==> config.mk <==
export PLATFORM = sky130hd
export DESIGN_NAME = contador_bcd
export DESIGN_NICKNAME = d
export VERILOG_FILES = /design/src/rtl/contador_bcd.sv
export SDC_FILE = /design/constraint.sdc
export NUM_CORES = 1
export LEC_CHECK = 0
export BUFFER_PORTS_ARGS = -buffer_cell sky130_fd_sc_hd__buf_2
export CAP_MARGIN = 30
export CORE_MARGIN = 1.5
export CORE_UTILIZATION = 59
export DETAILED_ROUTE_END_ITERATION = 10
export PLACE_DENSITY = 0.8
export SYNTH_ARGS = -nofsm -noshare
export SYNTH_HDL_FRONTEND = slang
export SYNTH_SLANG_ARGS = --single-unit
==> constraint.sdc <==
create_clock -name clk -period 3 [get_ports clk]
set_clock_uncertainty 0.2 [all_clocks]
set_input_delay 0.3 -clock clk [delete_from_list [all_inputs] [get_ports clk]]
set_output_delay 0.3 -clock clk [all_outputs]
set_load 0.05 [all_outputs]
==> src/rtl/contador_bcd.sv <==
// Two-digit BCD up/down counter with start/stop/hold control and a clock prescaler.
// Digits are always kept in 0..9 so they can feed a seven-segment decoder directly.
module contador_bcd #(
    parameter int DIV = 50000000
) (
    input  logic       clk,
    input  logic       rst_n,
    input  logic       start,
    input  logic       stop,
    input  logic       clr,
    input  logic       dir,
    input  logic       load,
    input  logic [7:0] load_val,
    output logic [3:0] unid,
    output logic [3:0] dez,
    output logic       tc,
    output logic       running
);

    localparam int PW = $clog2(DIV);
    localparam logic [PW-1:0] PMAX = PW'(DIV - 1);

    typedef enum logic [1:0] {
        IDLE,
        RUN,
        HOLD
    } state_t;

    state_t          r_state;
    state_t          w_state_nxt;
    logic [PW-1:0]   r_presc;
    logic [PW-1:0]   w_presc_nxt;
    logic [3:0]      r_unid;
    logic [3:0]      w_unid_nxt;
    logic [3:0]      r_dez;
    logic [3:0]      w_dez_nxt;
    logic            r_tc;
    logic            w_tc_nxt;
    logic            r_start_q;
    logic            r_stop_q;
    logic            r_start_armed;
    logic            w_start_rise;
    logic            w_stop_rise;
    logic            w_tick;

    function automatic logic [3:0] bcdClamp(input logic [3:0] n);
        return (n > 4'd9) ? 4'd0 : n;
    endfunction

    // A start held high through reset must be seen low once before it can count as a rising edge.
    assign w_start_rise = start & ~r_start_q & r_start_armed;
    assign w_stop_rise  = stop & ~r_stop_q;
    assign w_tick       = (r_state == RUN) && (r_presc == PMAX);

    always_comb begin
        w_state_nxt = r_state;
        if (clr) begin
            w_state_nxt = IDLE;
        end else begin
            case (r_state)
                IDLE:    if (w_start_rise && !w_stop_rise) w_state_nxt = RUN;
                RUN:     if (w_stop_rise) w_state_nxt = HOLD;
                HOLD:    if (w_start_rise && !w_stop_rise) w_state_nxt = RUN;
                default: w_state_nxt = IDLE;
            endcase
        end
    end

    always_comb begin
        w_presc_nxt = r_presc;
        w_unid_nxt  = r_unid;
        w_dez_nxt   = r_dez;
        w_tc_nxt    = 1'b0;
        if (clr) begin
            w_presc_nxt = '0;
            w_unid_nxt  = 4'd0;
            w_dez_nxt   = 4'd0;
        end else begin
            case (r_state)
                IDLE: begin
                    w_presc_nxt = '0;
                    if (load) begin
                        w_unid_nxt = bcdClamp(load_val[3:0]);
                        w_dez_nxt  = bcdClamp(load_val[7:4]);
                    end
                end
                HOLD: begin
                    if (load) begin
                        w_unid_nxt = bcdClamp(load_val[3:0]);
                        w_dez_nxt  = bcdClamp(load_val[7:4]);
                    end
                end
                RUN: begin
                    w_presc_nxt = w_tick ? '0 : r_presc + PW'(1);
                    if (w_tick) begin
                        if (dir) begin
                            if (r_unid == 4'd9) begin
                                w_unid_nxt = 4'd0;
                                if (r_dez == 4'd9) begin
                                    w_dez_nxt = 4'd0;
                                    w_tc_nxt  = 1'b1;
                                end else begin
                                    w_dez_nxt = r_dez + 4'd1;
                                end
                            end else begin
                                w_unid_nxt = r_unid + 4'd1;
                            end
                        end else begin
                            if (r_unid == 4'd0) begin
                                w_unid_nxt = 4'd9;
                                if (r_dez == 4'd0) begin
                                    w_dez_nxt = 4'd9;
                                    w_tc_nxt  = 1'b1;
                                end else begin
                                    w_dez_nxt = r_dez - 4'd1;
                                end
                            end else begin
                                w_unid_nxt = r_unid - 4'd1;
                            end
                        end
                    end
                end
                default: w_presc_nxt = '0;
            endcase
        end
    end

    always_ff @(posedge clk) begin
        if (!rst_n) begin
            r_state       <= IDLE;
            r_presc       <= '0;
            r_unid        <= 4'd0;
            r_dez         <= 4'd0;
            r_tc          <= 1'b0;
            r_start_q     <= 1'b0;
            r_stop_q      <= 1'b0;
            r_start_armed <= ~start;
        end else begin
            r_state       <= w_state_nxt;
            r_presc       <= w_presc_nxt;
            r_unid        <= w_unid_nxt;
            r_dez         <= w_dez_nxt;
            r_tc          <= w_tc_nxt;
            r_start_q     <= start;
            r_stop_q      <= stop;
            r_start_armed <= r_start_armed | ~start;
        end
    end

    assign unid    = r_unid;
    assign dez     = r_dez;
    assign tc      = r_tc;
    assign running = (r_state == RUN);

endmodule

* Yosys cells after proc, flatten, opt, wreduce, memory -nomap -nowiden
Cells that the tools add are included.
Storage, ports and cells: memories kept 0, output and inout bits 10, latch bits 0, input port bits 15, register bits after elaboration 40, ROM bits 0, RAM bits 0, logic and storage cells 76
Operators by class: div/mod/pow operators 0, multiply operators 0, bitwise logic cells 10, order comparisons 2, shifts and indexed selects 0, equality and inequality tests 11, reductions and logical operators 13, add/subtract/negate cells 5, muxes and demuxes 27
Operators by type and width (count):
- 2-to-1 mux 4 bit | 14
- case mux 26 bit (2 select lines) | 1
- adder 26 x 1 -> 26 bit, second input constant | 1
- == test 26 bit, second input constant | 1
- 2-to-1 mux 26 bit | 1
- case mux 4 bit (2 select lines) | 2
- adder 4 x 1 -> 4 bit, second input constant | 2
- == test 4 bit, second input constant | 2
- greater-than comparator 4 bit, second input constant | 2
- zero test 4 bit | 2
- != test 2 x 1 -> 1 bit, second input constant | 4
- subtractor 4 x 1 -> 4 bit, second input constant | 2
- 2-to-1 mux 1 bit | 6
- != test 3 x 2 -> 1 bit, second input constant | 2
- inverter 1 bit | 6
- AND reduction 5 bit | 1
- 2-to-1 mux 2 bit | 2
- case mux 2 bit (2 select lines) | 1
- OR reduction 2 bit | 2
- OR reduction 4 bit | 1
- bitwise AND 1 bit | 3
- AND reduction 3 bit | 1
- == test 2 x 1 -> 1 bit, second input constant | 1
- == test 2 bit, second input constant | 1
- 6 further kinds | 7

* Depth between registers and ports, before layout
Gate-level depths: netlist of the first run.
depth after elaboration 6, depth in mapped cells 9, depth with buffers taken out 6

* Least setup slack after synthesis of the first run
OpenSTA, ideal clock, no wires.
path kind register to register, from reg r_presc[10], to reg r_dez[1] (netlist: dez[1]), setup slack 0.844 ns, clock period less this slack 2.156 ns, data required time 2.683 ns, setup time 0.117 ns, arrival 1.839 ns, cell stages (with the launch flop) 7, path buffers 1, path through dfxtp_1 > or4b_4 > nor4_4 > a32o_2 > buf_6 > and4_2 > nor3_2
On the way: longest elaborated chain between the ends 4
Ends and longest elaborated chain:
- start: declaration | line 31 | logic [PW-1:0] r_presc;
- start signal: assignment | line 140 | r_presc <= w_presc_nxt;
- == test 26 bit | line 53 | assign w_tick = (r_state == RUN) && (r_presc == PMAX);
- logical AND 1 bit | line 53
- != test 2 x 1 -> 1 bit (no source line)
- AND reduction 5 bit (no source line)
- end signal: assignment | line 142 | r_dez <= w_dez_nxt;
- end: declaration | line 35 | logic [3:0] r_dez;
Every way passes these cells. A chain may end at the register's enable or synchronous reset.

* Worst setup path after layout of the first run
from reg r_presc[10], to reg r_dez[0] (netlist: dez[0])
Same word-level chain as after synthesis.

==> key figures, run 1 <==
Synthesis
  • Ys async rst share: 0%
  • Register area share after synthesis: 33.1%
  • Syn nets: 326
  • Yosys reg bits: 40
  • Unique masters post-synth: 62
  • Post-synth EDFFs: 0
  • Synth Instances: 310
  • Synth Flop Type: dfxtp_1
  • Syn Area/Cell: 7.80 µm²
  • Mapped Area: 0.00242 mm²
  • Synth warnings: 0

STA
  • Period Utilization, post-route: 85.7%
  • Fmax: 389 MHz
  • Post-layout minimum cycle time: 2.57 ns
  • Setup TNS: 0 ns
  • Count of pins over their slew limit: 0
  • Setup Viol. Count Final: 0
  • Setup WS post-layout: 0.430 ns
  • Fin. Hold Viols: 0
  • Tightest Pin Transition: 0.605 ns
  • Worst relative slew slack: 59.4%
  • Unrepaired setup endpoints after global routing: false

Worst setup path
  • Critical Path RT: 2.99 ns
  • Critical R2R Capture: dez[0]
  • Setup crit end kind: flop
  • R2R setup slack: 0.43 ns
  • CP Launch Type: flop
  • FF-to-FF Start: r_presc[10]
  • WS Path Type: flop to flop
  • Data arrival, critical path: 2.56 ns
  • Critical path origin: r_presc[10]
  • Crit-path max FO: 13
  • Worst reg2reg path depth: 5

Status
  • Status: finished clean

Die
  • Rows: 23
  • Die Span Y: 67.0 µm
  • Initial core utilization: 60.9%
  • Core Box Area: 0.00397 mm²
  • Die width: 67.0 µm
  • Die ar.: 0.00449 mm²
  • Ports: 25

Flow run
  • Max-cap violations: 0

Place
  • Dpl cells: 368
  • Post-place setup slack: 0.475 ns
  • HPWL Detailed: 3840 µm
  • Port bufs: 24
  • RePlAce Congestion: 0.826

Global route
  • Number of antenna violations at the first check in global routing: 0
  • GRT Overall Usage: 24.9%
  • First-pass GRT wire length: 8560 µm
  • Vias in the first global route: 1924
  • Global route overflow: 0
  • Largest net degree at the start of global routing: 19

Clock network
  • Root Driver: clkbuf_8
  • Worst-Skew Late Latency: 0.30 ns
  • Sink Count: 40
  • Reg clk slew, reported paths: 0.08 ns
  • H-tree Lvls: 2
  • Clock buffer count from CTS: 5
  • Clock tree buffer depth: 2
  • CTS tree: done

Finish
  • Fin util: 65.6%
  • N_diodes: 0
  • Commonest cells after routing, fill and taps aside: dfxtp_1, nand2_1, nor2_1, a21oi_1, buf_2
  • Share of cells above drive strength 1: 16.2%
  • # fillers: 361
  • Non-Filler Instances: 377
  • Final-stage net count: 342
  • Multi-input combinational cell area: 0.00144 mm²
  • Commonest non-fill, non-tap cell in the layout: dfxtp_1
  • Area occupied by registers: 801 µm²
  • Layout area overhead: 7.66%

Route
  • Antenna Violating Nets Remaining: 0
  • Vias per cell: 6.27
  • DRC errors left: 0
  • Post-DR wirelength/cell: 14.4 µm
  • WL final: 5450 µm
  • Iteration count of the initial detailed-routing pass: 5
  • DR iter-0 viols: 232
  • DR vias: 2362

Hold path
  • Hold Path Class: input pin to flop
  • Hold_sp: stop
  • Endpoint, Worst Hold: r_stop_q
  • WHS Path Cells: 2

Pwr
  • Pleak: 0.920 nW
  • Pwr Density: 395 mW/mm²
  • Overall power: 1.03 mW
  • VDD IR max: 0.000365 V
## stage by stage
step	cell area, µm²	hold slack, ns
6_report	2600	0.0233
5_1_grt	2600	0.0461
4_1_cts	2600	0.0190
3_5_place_dp	2500	0.245
3_3_place_gp	2490	0.242
2_1_floorplan	2420	0.162
## worst max-delay path, cell delays in order, from the launching register on
cell and delay [ns]:
dfxtp_1 0.37, or4b_4 0.57, nor4_4 0.43, a32o_2 0.45
nand2_1 0.17, a31o_2 0.28
## power by group
part	switching (mW)	leakage, nW	internal (mW)
Clock	0.187	0.0455	0.188
Sequential	0.0124	0.324	0.538
Combinational	0.0640	0.551	0.0405
Total	0.263	0.920	0.766
## sequential cells by signal, summed over array words and instances (netlist names)
register       cells
r_state            2
r_stop_q           1
tc                 1
unid               4
r_presc           26
dez                4
r_start_q          1
r_start_armed      1
## how the worst max path moves through the flow
stage                        end  slack (ns)  cells after the start
after global routing      dez[2]        0.32                      5
after global placement    dez[0]        0.53                      5
after floorplan           dez[1]        0.84                      6
after detailed placement  dez[0]        0.48                      5
after CTS                 dez[0]        0.46                      5
final                     dez[0]        0.43                      5
## per-layer routing
layer | track usage, % | part of all wire, % | vias up
met5 | 0 | 0 | -
met3 | 4.05 | 6.3 | 7
li1 | - | - | 1168
met2 | 39.9 | 46 | 81
met1 | 33.5 | 47 | 1106
met4 | 9.18 | 1.2 | 0
## synthesized netlist by cell type (2+ instances only)
library cell / count / area, µm²
and3_1: 4 / 25.0
nand2b_1: 5 / 31.3
nor2b_1: 4 / 25.0
nand3_1: 12 / 60.1
xnor2_1: 3 / 26.3
a41oi_1: 3 / 26.3
a211oi_2: 3 / 37.5
nor3b_1: 2 / 15.0
clkbuf_8: 3 / 41.3
a221o_1: 2 / 20.0
a22oi_1: 2 / 15.0
nor3_1: 13 / 65.1
o31ai_1: 2 / 15.0
nor4_1: 5 / 31.3
mux2i_1: 4 / 40.0
clkbuf_1: 9 / 33.8
or2_2: 2 / 12.5
nand4_1: 9 / 56.3
and2_1: 4 / 25.0
a21o_1: 2 / 15.0
nand2_1: 31 / 116
buf_2: 2 / 10.0
o21ai_0: 20 / 100
nand3b_1: 5 / 37.5
nor2_1: 28 / 105
dfxtp_1: 40 / 801
or3_1: 5 / 31.3
buf_6: 4 / 45.0
xor2_1: 3 / 26.3
a31oi_1: 13 / 81.3
inv_1: 10 / 37.5
a21oi_1: 26 / 130
## cell families (layout without fill, tap and decap cells)
family                     after synthesis  count (layout)  synth area share (%)
AOI/OAI and AO/OA                       89              89                  24.0
xor gates and xnor gates                 6               6                  2.17
adders and majority gates                1               1                 0.517
buffers and inverters                   31              48                  7.60
DFF                                     40              40                  33.1
muxes                                    4               4                  1.66
and+or+nand+nor                        139             139                  30.9
## final cells by class
type                    count  area share [%]
flip-flops and latches     40            30.8
repair buffers             30            6.73
clock buffers               8            3.46
well taps                  50            2.40
multi-input cells         239            55.2
inverters                  10            1.44
## what timing repair did
item,4_1_cts,5_1_grt
hold buffers,1,0
buffers inserted,0,0
resized for setup,0,0
hold endpoints to repair,1,0
No activity file was read; power rests on OpenSTA's default activity.
==> inputs of run 2 (changes only) <==
--- a/config.mk
+++ b/config.mk
@@ -5,6 +5,7 @@
 export SDC_FILE = /design/constraint.sdc
 export NUM_CORES = 1
 export LEC_CHECK = 0
+export ABC_AREA = 1
 export BUFFER_PORTS_ARGS = -buffer_cell sky130_fd_sc_hd__buf_2
 export CAP_MARGIN = 30
 export CORE_MARGIN = 1.5
==> run 2 against run 1 <==
Against the previous run: maximum frequency grew 23%; register-to-register slack improved by 0.58 ns; final area grew 8.6%; synthesized area increased by 5.4%; via count is 9.3% higher; clock-buffer cell count shrank 3; largest power group unchanged; highest routed layer unchanged.
==> key figures, run 2 <==
Route
  • Antenna Violating Nets Remaining: 0
  • DR vias: 2581
  • DRC errors left: 0
  • WL final: 5890 µm
  • Post-DR wirelength/cell: 12.1 µm
  • Iteration count of the initial detailed-routing pass: 4
  • DR iter-0 viols: 155
  • Vias per cell: 5.29

Place
  • Port bufs: 24
  • Dpl cell area: 0.00270 mm²
  • Post-place setup slack: 1.03 ns
  • Dpl cells: 478
  • RePlAce Congestion: 0.958
  • HPWL Detailed: 4430 µm

Clock network
  • Cts repair resizes: 0
  • Worst-Skew Late Latency: 0.30 ns
  • Reg clk slew, reported paths: 0.08 ns
  • Clock buffer count from CTS: 5
  • Post-CTS setup buffer count: 0
  • Root Driver: clkbuf_8
  • Sink Count: 40
  • CTS tree: done
  • H-tree Lvls: 2
  • CTS Hold Bufs: 2
  • Clock tree buffer depth: 2

Flow run
  • Max-cap violations: 0

STA
  • Setup TNS: 0 ns
  • Fin. Hold Viols: 0
  • Unrepaired setup endpoints after global routing: false
  • Fmax: 477 MHz
  • Count of pins over their slew limit: 0
  • Setup WS post-layout: 0.906 ns
  • Worst relative slew slack: 66.5%
  • Post-layout minimum cycle time: 2.09 ns
  • Setup Viol. Count Final: 0
  • Period Utilization, post-route: 69.8%
  • Tightest Pin Transition: 0.503 ns

Synthesis
  • Ys async rst share: 0%
  • Unique masters post-synth: 34
  • Register area share after synthesis: 31.4%
  • Syn Area/Cell: 6.22 µm²
  • Leading post-synthesis cells by cell area: dfxtp_1, nand2_1, nor2_1, nand3_1, a21oi_1
  • Synth warnings: 0
  • Share of the synthesized area in the top cell type: 31.4%
  • Mapped Area: 0.00255 mm²
  • Synth Instances: 410
  • Commonest cells in the netlist: nand2_1, nor2_1, dfxtp_1, nand3_1, inv_1
  • Yosys reg bits: 40
  • Most numerous cell in the Yosys netlist: nand2_1
  • Synth Flop Type: dfxtp_1
  • Post-synth EDFFs: 0
  • Largest area contributor in the synthesized netlist: dfxtp_1
  • Syn nets: 426

Global route
  • Global route overflow: 0
  • Vias in the first global route: 2053
  • Largest net degree at the start of global routing: 19
  • GRT Overall Usage: 25.7%
  • Number of antenna violations at the first check in global routing: 0
  • First-pass GRT wire length: 9080 µm

Die
  • Initial core utilization: 62.4%
  • Die Span Y: 68.7 µm
  • Die ar.: 0.00473 mm²
  • Ports: 25
  • Die width: 68.7 µm
  • Core Box Area: 0.00409 mm²
  • Rows: 23

Worst setup path
  • Crit-path max FO: 16
  • CP Launch Type: flop
  • Critical path origin: r_state[0]
  • Data arrival, critical path: 1.59 ns
  • Critical Path RT: 2.50 ns
  • R2R setup slack: 1.01 ns
  • FF-to-FF Start: r_state[1]
  • WS Path Type: flop to output pin
  • Setup crit end kind: output pin
  • Worst reg2reg path depth: 10
  • Critical Path End: running
  • Critical R2R Capture: dez[2]

Pwr
  • Overall power: 1.10 mW
  • Pleak: 1.16 nW
  • Pwr Density: 389 mW/mm²
  • VDD IR max: 0.000303 V

Finish
  • Non-Filler Instances: 488
  • Commonest non-fill, non-tap cell in the layout: nand2_1
  • N_diodes: 0
  • # fillers: 400
  • Final-stage net count: 453
  • Post-route cell area: 0.00283 mm²
  • Layout area overhead: 10.9%
  • Largest register FFs: 26
  • Top reg by flops: r_presc
  • Commonest cells after routing, fill and taps aside: nand2_1, nor2_1, nand3_1, dfxtp_1, inv_1
  • Share of cells above drive strength 1: 14.4%

Status
  • Status: finished clean

Hold path
  • Hold Path Class: input pin to flop
## run 2: kinds of logic (layout without fill, tap and decap cells)
logic type	count (synthesis)	after routing	share of synthesized area, %
adders and majority gates	1	1	0.491
DFF	40	40	31.4
AOI/OAI and AO/OA	48	48	10.6
xor gates and xnor gates	9	9	3.09
buffers and inverters	49	77	7.85
and+or+nand+nor	263	263	46.6
## run 2: worst min path at each step
stage / from / endpoint / slack, ns / cells after the start
after detailed placement: r_start_armed / r_start_armed / 0.23 / 2
after global placement: r_start_armed / r_start_armed / 0.23 / 2
after floorplan: start / r_start_armed / 0.17 / 1
after global routing: rst_n / r_start_q / 0.04 / 3
after CTS: rst_n / r_stop_q / 0.03 / 3
final: rst_n / r_stop_q / 0.03 / 3
## run 2: layout make-up
| cell class | count | area, µm² | share of cell area [%] |
|---|---|---|---|
| multi-input cells | 321 | 1550 | 54.8 |
| flip-flops and latches | 40 | 801 | 28.3 |
| inverters | 42 | 158 | 5.57 |
| repair buffers | 27 | 148 | 5.22 |
| clock buffers | 5 | 68.8 | 2.43 |
| well taps | 50 | 62.6 | 2.21 |
| clock inverters | 3 | 42.5 | 1.50 |
## run 2: power by group
group | switching (mW) | internal (mW) | total (mW) | leakage (nW)
Clock | 0.198 | 0.246 | 0.445 | 0.0541
Combinational | 0.0738 | 0.0352 | 0.109 | 0.781
Sequential | 0.00857 | 0.538 | 0.546 | 0.324
## run 2: critical path, stage by stage (launching register included)
cell,delay (ns)
dfxtp_1,0.37
nand2_1,0.26
inv_2,0.34
buf_2,0.33
## run 2: routing by layer
| metal | wire length [µm] | track usage, % | vias up |
|---|---|---|---|
| li1 | - | - | 1383 |
| met4 | 95 | 9.80 | 0 |
| met2 | 2570 | 38.3 | 56 |
| met1 | 2920 | 36.7 | 1133 |
| met3 | 302 | 4.55 | 9 |
| met5 | 0 | 0 | - |
## run 2: through the flow
| stage | utilization (%) | hold slack (ns) |
|---|---|---|
| 3_5_place_dp | 66.0 | 0.235 |
| 4_1_cts | 69.2 | 0.0251 |
| 6_report | 69.2 | 0.0266 |
| 5_1_grt | 69.2 | 0.0408 |
| 2_1_floorplan | - | 0.169 |
| 3_3_place_gp | 66.0 | 0.233 |
==> inputs of run 3 (changes only) <==
--- a/config.mk
+++ b/config.mk
@@ -9,9 +9,9 @@
 export BUFFER_PORTS_ARGS = -buffer_cell sky130_fd_sc_hd__buf_2
 export CAP_MARGIN = 30
 export CORE_MARGIN = 1.5
-export CORE_UTILIZATION = 59
+export CORE_UTILIZATION = 53
 export DETAILED_ROUTE_END_ITERATION = 10
-export PLACE_DENSITY = 0.8
+export PLACE_DENSITY = 0.76
 export SYNTH_ARGS = -nofsm -noshare
 export SYNTH_HDL_FRONTEND = slang
 export SYNTH_SLANG_ARGS = --single-unit
==> constraint.sdc (replaced) <==
create_clock -name clk -period 1.7 [get_ports clk]
set_clock_uncertainty 0.2 [all_clocks]
set_input_delay 0.17 -clock clk [delete_from_list [all_inputs] [get_ports clk]]
set_output_delay 0.17 -clock clk [all_outputs]
set_load 0.05 [all_outputs]
==> run 3 against run 2 <==
Against the previous run: highest routed layer unchanged; critical path type is now flop to flop; clock power grew 54%; largest cell class unchanged; worst hold slack barely moved; global-route usage rose by 1.9 points; worst setup slack lost 0.87 ns; power up 71%; routed wire length increased by 22%.
==> key figures, run 3 (synthesized netlist as in run 2, its figures left out) <==
Worst setup path
  • Crit-path max FO: 13
  • Crit-path leading delay family: simple AND/OR/NAND/NOR gates
  • Data arrival, critical path: 1.70 ns
  • Peak per-stage delay on the critical path: 0.35 ns
  • WS Path Type: flop to flop
  • CP Buf/Inv Count: 1
  • Max stage delay cell, worst path: dfxtp_2
  • Critical Path RT: 1.73 ns
  • Setup crit end kind: flop
  • CP cell instances: ha_4 > nand3_4 > nor2_4 > inv_2 > nor2_4 > nand3_4 > nand2_8 > nand2_2 > nand2_1 > nand2_1 > nor2_1
  • CP Launch Type: flop

Global route
  • Global Route met2 Usage: 43.6%
  • Vias in the first global route: 2528
  • Met3 global-route usage: 4.86%
  • Number of antenna violations at the first check in global routing: 0
  • Largest net degree at the start of global routing: 19
  • GRT Overall Usage: 27.6%
  • Routing usage on met1: 38.7%
  • Grt peak-use layer: met2
  • First-pass GRT wire length: 11400 µm
  • Global route overflow: 0

Clock network
  • H-tree Lvls: 2
  • Reg clk slew, reported paths: 0.08 ns
  • Root Driver: clkbuf_8
  • Worst-Skew Late Latency: 0.29 ns
  • CTS tree: done
  • Clock buffer count from CTS: 5
  • Clock tree buffer depth: 2
  • Sink Count: 40

STA
  • Post-layout minimum cycle time: 1.67 ns
  • Fmax: 600 MHz
  • Setup TNS: 0 ns
  • Period Utilization, post-route: 98.1%
  • Unrepaired setup endpoints after global routing: true
  • Count of pins over their slew limit: 0
  • Setup WS post-layout: 0.0324 ns
  • Setup Viol. Count Final: 0
  • Fin. Hold Viols: 0
  • Tightest Pin Transition: 0.384 ns
  • Worst relative slew slack: 74.1%

Place
  • Post-place setup slack: -0.0572 ns
  • Port bufs: 24
  • HPWL Detailed: 5180 µm
  • RePlAce Congestion: 0.924
  • Dpl cells: 520

Die
  • Core Box Area: 0.00469 mm²
  • Die ar.: 0.00524 mm²
  • Die Span Y: 72.4 µm
  • Ports: 25
  • Die width: 72.4 µm
  • Rows: 25
  • Initial core utilization: 54.3%

Route
  • Antenna Violating Nets Remaining: 0
  • DR iter-0 viols: 212
  • Iteration count of the initial detailed-routing pass: 4
  • Post-DR wirelength/cell: 13.4 µm
  • Vias per cell: 5.41
  • DRC errors left: 0
  • WL final: 7180 µm
  • DR vias: 2905

Finish
  • Final-stage net count: 499
  • Largest register FFs: 26
  • Non-Filler Instances: 537
  • Layout area overhead: 31.8%
  • Commonest non-fill, non-tap cell in the layout: nand2_1
  • Top reg by flops: r_presc
  • Commonest cells after routing, fill and taps aside: nand2_1, buf_4, nor2_1, nand3_1, inv_1
  • N_diodes: 0
  • Share of cells above drive strength 1: 31.3%

Pwr
  • Switching pwr: 0.489 mW
  • Gate power share: 12.4%
  • Flop pwr share: 51.1%
  • Clock share of power: 36.5%
  • Pleak: 1.41 nW
  • Sw Share: 26.0%
  • Internal power: 1.40 mW
  • VDD IR max: 0.000566 V
  • Pwr Density: 561 mW/mm²

Flow run
  • Max-cap violations: 0

Hold path
  • Hold Path Class: input pin to flop

Status
  • Status: finished clean
==> run 3: cell count changes in the layout (fill, tap and decap cells not counted), moves of 4 or more <==
cell     delta
buf_4      +42
dfxtp_1    -11
dfxtp_2    +11
inv_1       -4
nand2_1    -10
nand2_2     +6
nor2_1     -16
nor2_2     +14
==> run 3: stage by stage <==
step | total power, mW | hold slack (ns) | util (%) | area, µm²
final | 1.88 | 0.0263 | 71.6 | 3360
after global routing | 1.95 | 0.0296 | 71.6 | 3360
after CTS | 1.87 | 0.00361 | 67.5 | 3170
after detailed placement | 1.19 | 0.175 | 64.2 | 3010
after global placement | 1.19 | 0.166 | 64.2 | 3010
after floorplan | 1.13 | 0.0387 | - | 2580
==> run 3: final cells by class <==
type | instances | area (µm²)
Inverter | 42 | 163
Clock buffer | 7 | 96.3
Sequential cell | 40 | 815
Fill cell | 398 | 1330
Multi-Input combinational cell | 322 | 1720
Tap cell | 54 | 67.6
Timing Repair Buffer | 72 | 499
==> run 3: worst paths after layout <==
path / startpoint / endpoint / slack (ns) / cells after the start
setup / recovery: r_presc[1] / dez[2] / 0.03 / 11
hold / removal: clr / r_presc[17] / 0.03 / 4
setup reg to reg: r_presc[1] / dez[2] / 0.03 / 11
hold reg to reg: r_presc[24] / r_presc[24] / 0.29 / 2
==> run 3: layer usage <==
metal	part of all wire, %	up-vias
met5	0	-
met3	5.1	9
met4	1.1	0
li1	-	1474
met1	46	1348
met2	48	74
==> run 3: power groups by stage <==
stage	logic, mW	clock network, mW	registers (mW)
3_5_place_dp	0.205	0	0.986
5_1_grt	0.259	0.725	0.965
6_report	0.234	0.687	0.964
2_1_floorplan	0.116	0	1.01
3_3_place_gp	0.201	0	0.985
4_1_cts	0.216	0.694	0.963
==> run 3: worst reg2reg max path, stage by stage, from the launching register on <==
cell     delay [ns]
dfxtp_2        0.35
ha_4           0.15
nand3_4        0.10
nor2_4         0.13
inv_2          0.06
nor2_4         0.12
nand3_4        0.12
nand2_8        0.13
nand2_2        0.06
nand2_1        0.07
nand2_1        0.05
nor2_1         0.08
==> run 3: repair_timing <==
| action | CTS | global route |
|---|---|---|
| cloned | 0 | 1 |
| setup buffers | 0 | 4 |
| endpoints found under the hold margin | 3 | 0 |
| hold buffers | 5 | 0 |
| endpoints found under the setup margin | 13 | 32 |
| pin swaps | 0 | 8 |
| gates resized for setup | 2 | 56 |
